<file path="src/rtl/lcd_image_streamer.sv">
// Raster-order frame scanner: reads an IMG_W x IMG_H image from a 1-cycle-latency
// ROM and emits it as a tagged valid/ready pixel stream through a 4-entry FIFO.
module lcd_image_streamer #(
    parameter int ADDR_WIDTH = 17,
    parameter int DATA_WIDTH = 16,
    parameter int IMG_W      = 320,
    parameter int IMG_H      = 240
) (
    input  logic                  clk,
    input  logic                  rst_n,
    input  logic                  start,
    output logic [ADDR_WIDTH-1:0] rom_addr,
    input  logic [DATA_WIDTH-1:0] rom_data,
    output logic [DATA_WIDTH-1:0] px_data,
    output logic                  px_valid,
    input  logic                  px_ready,
    output logic                  px_sof,
    output logic                  px_eol,
    output logic                  px_eof,
    output logic                  busy,
    output logic                  done
);
    localparam int X_W = (IMG_W > 1) ? $clog2(IMG_W) : 1;
    localparam int Y_W = (IMG_H > 1) ? $clog2(IMG_H) : 1;
    localparam logic [ADDR_WIDTH-1:0] LAST_ADDR = ADDR_WIDTH'(IMG_W * IMG_H - 1);
    localparam logic [X_W-1:0]        X_LAST    = X_W'(IMG_W - 1);

    localparam logic [1:0] S_IDLE  = 2'd0;
    localparam logic [1:0] S_RUN   = 2'd1;
    localparam logic [1:0] S_DRAIN = 2'd2;

    logic [1:0]            state;
    logic [X_W-1:0]        x;
    logic [Y_W-1:0]        y;
    logic                  in_flight;
    logic                  tag_sof, tag_eol, tag_eof;

    logic [DATA_WIDTH-1:0] fifo_data [4];
    logic [2:0]            fifo_tag  [4];
    logic [1:0]            wr_ptr, rd_ptr;
    logic [2:0]            fifo_count;

    logic [2:0]            occupancy;
    logic                  issue, last_issue, push, pop, head_eof;
    logic                  cur_sof, cur_eol, cur_eof;

    // Reads in flight count against FIFO space so a response always has a slot.
    assign occupancy  = fifo_count + {2'b00, in_flight};
    assign issue      = (state == S_RUN) && (occupancy <= 3'd2);
    assign last_issue = issue && (rom_addr == LAST_ADDR);
    assign push       = in_flight;
    assign pop        = px_valid && px_ready;
    assign head_eof   = fifo_tag[rd_ptr][0];

    assign cur_sof = (x == '0) && (y == '0);
    assign cur_eol = (x == X_LAST);
    assign cur_eof = (rom_addr == LAST_ADDR);

    assign px_valid = (fifo_count != 3'd0);
    assign px_data  = fifo_data[rd_ptr];
    assign px_sof   = fifo_tag[rd_ptr][2];
    assign px_eol   = fifo_tag[rd_ptr][1];
    assign px_eof   = fifo_tag[rd_ptr][0];
    assign busy     = (state != S_IDLE);

    always_ff @(posedge clk or negedge rst_n) begin
        if (!rst_n) begin
            state <= S_IDLE;
            done  <= 1'b0;
        end else begin
            done <= 1'b0;
            case (state)
                S_IDLE:  if (start) state <= S_RUN;
                S_RUN:   if (last_issue) state <= S_DRAIN;
                S_DRAIN: begin
                    if (pop && head_eof) begin
                        state <= S_IDLE;
                        done  <= 1'b1;
                    end
                end
                default: state <= S_IDLE;
            endcase
        end
    end

    // Linear address counter; x/y only track position for the line/frame tags.
    // The final address is held rather than stepped past the image.
    always_ff @(posedge clk or negedge rst_n) begin
        if (!rst_n) begin
            rom_addr <= '0;
            x        <= '0;
            y        <= '0;
        end else if (state == S_IDLE && start) begin
            rom_addr <= '0;
            x        <= '0;
            y        <= '0;
        end else if (issue && !last_issue) begin
            rom_addr <= rom_addr + ADDR_WIDTH'(1);
            if (x == X_LAST) begin
                x <= '0;
                y <= y + Y_W'(1);
            end else begin
                x <= x + X_W'(1);
            end
        end
    end

    // Tags ride alongside the ROM latency so they line up with rom_data.
    always_ff @(posedge clk or negedge rst_n) begin
        if (!rst_n) begin
            in_flight <= 1'b0;
            tag_sof   <= 1'b0;
            tag_eol   <= 1'b0;
            tag_eof   <= 1'b0;
        end else begin
            in_flight <= issue;
            if (issue) begin
                tag_sof <= cur_sof;
                tag_eol <= cur_eol;
                tag_eof <= cur_eof;
            end
        end
    end

    always_ff @(posedge clk or negedge rst_n) begin
        if (!rst_n) begin
            for (int i = 0; i < 4; i++) begin
                fifo_data[i] <= '0;
                fifo_tag[i]  <= '0;
            end
            wr_ptr     <= '0;
            rd_ptr     <= '0;
            fifo_count <= '0;
        end else begin
            if (push) begin
                fifo_data[wr_ptr] <= rom_data;
                fifo_tag[wr_ptr]  <= {tag_sof, tag_eol, tag_eof};
                wr_ptr            <= wr_ptr + 2'd1;
            end
            if (pop) rd_ptr <= rd_ptr + 2'd1;
            case ({push, pop})
                2'b10:   fifo_count <= fifo_count + 3'd1;
                2'b01:   fifo_count <= fifo_count - 3'd1;
                default: fifo_count <= fifo_count;
            endcase
        end
    end

endmodule

</file>
<file path="config.mk">
export PLATFORM = sky130hd
export DESIGN_NAME = lcd_image_streamer
export DESIGN_NICKNAME = d
export VERILOG_FILES = /design/src/rtl/lcd_image_streamer.sv
export SDC_FILE = /design/constraint.sdc
export NUM_CORES = 1
export LEC_CHECK = 0
export ABC_CLOCK_PERIOD_IN_PS = 6520
export CAP_MARGIN = 40
export CORE_UTILIZATION = 25
export DETAILED_ROUTE_END_ITERATION = 10
export GPL_ROUTABILITY_DRIVEN = 0
export PLACE_DENSITY_LB_ADDON = 0.05
export SYNTH_ARGS = -nofsm -noshare
export SYNTH_HDL_FRONTEND = slang
export SYNTH_SLANG_ARGS = --single-unit
</file>
<file path="constraint.sdc">
create_clock -name clk -period 6.52 [get_ports clk]
set_input_delay 0.652 -clock clk [delete_from_list [all_inputs] [get_ports clk]]
set_output_delay 0.652 -clock clk [all_outputs]
set_load 0.05 [all_outputs]
</file>
==> key figures <==
Outcome
  • Status: completed

Synthesis
  • Distinct cells, synth: 50
  • Yosys warning total: 0
  • Synth Net Count: ~490
  • Main synth FF type: dfrtp_1
  • Post-synthesis average cell area: approximately 13 um^2
  • Syn Inst Count: 455
  • Asr flop ratio synth: 1.00
  • Register area share after synthesis: 0.532
  • Cell area after synthesis: 5830 um^2
  • Yosys reg bits: roughly 120
  • Number of enable flip-flop cells after synthesis: 0

Floorplanning
  • IO Pins: 59
  • Std-Cell Rows: 55
  • Starting density of the core: 0.256
  • Die Area: about 24000 um^2
  • Die height: between 150 and 200 um
  • Placeable Area: 22800 um^2
  • Die width: approximately 150 um

Finish
  • Register Area: 3100 um^2
  • Commonest non-fill, non-tap cell in the layout: dfrtp_1
  • Ant. Diodes: 0
  • Footprint of the multi-input gates: approximately 2600 um^2
  • Fraction of layout cells with a size suffix above 1: 0.274
  • Fill cells: 2289
  • Post-route cell area: between 7000 and 8000 um^2
  • Layout area overhead: 27.2%
  • Nets@finish: around 560
  • Most frequent cells in the layout: dfrtp_1 (124), mux2_2 (76), clkdlybuf4s50_1 (57)

STA
  • Final setup vio count: 0
  • Fin crit period: about 3300 ps
  • Period utilization: 0.512
  • Fmax achieved: 300 MHz
  • Total Neg Setup Slack: 0 ps
  • Final Hold Vio Count: 0
  • Max_slew headroom: 0.531
  • Tightest Pin Transition: approximately 700 ps
  • Number of max-slew violations in the final report: 0
  • Unrepaired setup endpoints after global routing: no
  • Skew final: about 9 ps

GRT
  • GRT overflow: 0
  • Global Route Usage Sum: 0.127
  • Largest net degree at the start of global routing: 40
  • First-pass GRT wire length: about 23000 um
  • Number of global-route vias before repair: 4242
  • Initial antenna violation count: 0

Place
  • I/O Buffers: 58
  • Dpl hpwl: approximately 9300 um
  • Area after DPL: roughly 6800 um^2

Critical path
  • Worst EP required: 5870 ps
  • Worst Path Max Fanout: 14
  • Delay-heaviest family, CP: buffers and inverters
  • Worst Path Buf+Inv: 2
  • R2R depth: 7
  • Crit-path max cell delay: about 700 ps
  • RR Endpoint: rom_addr[15]
  • Reg-to-Reg Start: in_flight
  • Slowest CP cell: clkdlybuf4s50_1
  • Startpoint Class: flop
  • Worst Setup End Kind: output pin
  • Crit path cell chain: buf_4, mux4_2, clkdlybuf4s50_1
  • Setup crit start: rd_ptr[0]
  • Worst R2R Setup Slack: approximately 3700 ps
  • Arrival time at the worst endpoint: ~2700 ps
  • Setup CP Type: reg -> out

Drt
  • # DRC: 0
  • Detailed Routing Iterations Pass 1: 4
  • Routed WL: 13900 um
  • Vias per cell: ~4.6
  • Via count: 3876
  • Iter 0 DRT Violations: 93
  • WL/cell: approximately 16 um
  • Post-DRT Antenna Nets: 0

Power and ir drop
  • PwrDens: approximately 320 nW/um^2
  • IR drop worst, VDD: 0.000138 V
  • Leakage power: 3.13 nW
  • Total Power: approximately 0.0024 W

CTS
  • H-tree lvl count: 4
  • Hold Buf Count CTS: 0
  • CTS tree: built
  • Root Buffer: clkbuf_16
  • Clock transition at path regs: 60 ps
  • Clk_lat worst skew: around 420 ps
  • Num CTS Buffers: 17
  • Clock Sink Count: 124
  • CTS max path bufs: 2
  • Post-CTS Setup Inserts: 0
  • Resized Gates After CTS: 0

Hold path
  • HP Class: in -> async

Run
  • Max_cap viols: 0
## registers in the layout (all words and copies together) (netlist names)
register	count
fifo_data	64
rd_ptr	2
done	1
fifo_count	3
tag_eol	1
tag_sof	1
state	2
tag_eof	1
x	9
rom_addr	17
fifo_tag	12
in_flight	1
y	8
wr_ptr	2
## cell usage after synthesis (all sizes together), types with 2 or more instances
cell type  count  area share
o31ai          6      0.0077
nand3         19       0.016
dfrtp        124        0.53
mux4          19       0.073
or3            5      0.0054
and3           5      0.0056
mux2          76        0.15
nand4          8      0.0086
nand2         34       0.022
or4            3      0.0039
buf            6      0.0073
o211ai         3      0.0039
nand3b         3      0.0039
xor2           8       0.012
clkbuf        11      0.0071
ha            12       0.026
and2           5      0.0056
a2111oi        2      0.0030
inv           15      0.0096
a211oi         3      0.0047
o21ai         13       0.011
nor2          25       0.016
mux2i          3      0.0051
nor4           5      0.0079
a21oi         16       0.015
xnor2         10       0.015
nor3b          2      0.0026
## routing by layer
layer / wire length, um / vias to the layer above / global-route usage
met5: 0 / - / 0
li1: - / 1801 / -
met1: 6380 / 1996 / 0.154
met2: 6830 / 63 / 0.215
met3: 472 / 16 / 0.0339
met4: 192 / 0 / 0.0471
## worst max path at each step
stage	to	slack, ps	cells after the start
2_1_floorplan	rom_addr[1]	4230	6
3_3_place_gp	px_data[0]	3550	3
3_5_place_dp	px_sof	3540	3
4_1_cts	px_sof	3080	3
5_1_grt	px_data[5]	2990	3
6_report	px_sof	3180	3
## where the power goes
group	internal, W	switching (W)	total [W]
sequential	0.000807	0.0000458	0.000853
clock	0.000562	0.000363	0.000925
combinational	0.000266	0.000352	0.000618
total	0.00163	0.000761	0.00240
## kinds of logic after synthesis
group / after synthesis / share of synthesized area
AO/OA/AOI/OAI: 50 / 0.0570
AND/OR/NAND/NOR: 120 / 0.106
adder cells (fa/ha/maj): 13 / 0.0292
multiplexers: 98 / 0.225
XOR/XNOR: 18 / 0.0270
flip-flops: 124 / 0.532
buffers and inverters: 32 / 0.0240
## metrics by stage
step	std cells	utilization	hold slack, ps	worst slack, ps
3_3_place_gp	816	0.297	479	3550
4_1_cts	850	0.326	137	3080
5_1_grt	850	0.326	143	2990
3_5_place_dp	819	0.301	484	3540
6_report	850	0.326	136	3180
2_1_floorplan	455	-	356	4230
## area by class of cell
cell class                 instances  area share
clock inverter                    13      0.0194
inverter                          15     0.00759
multi-input combinational        299       0.349
clock buffer                      18      0.0578
sequential                       124       0.418
tap                              313      0.0528
timing repair buffer              68      0.0951
Note: power is estimated with default switching activity, not from simulation.
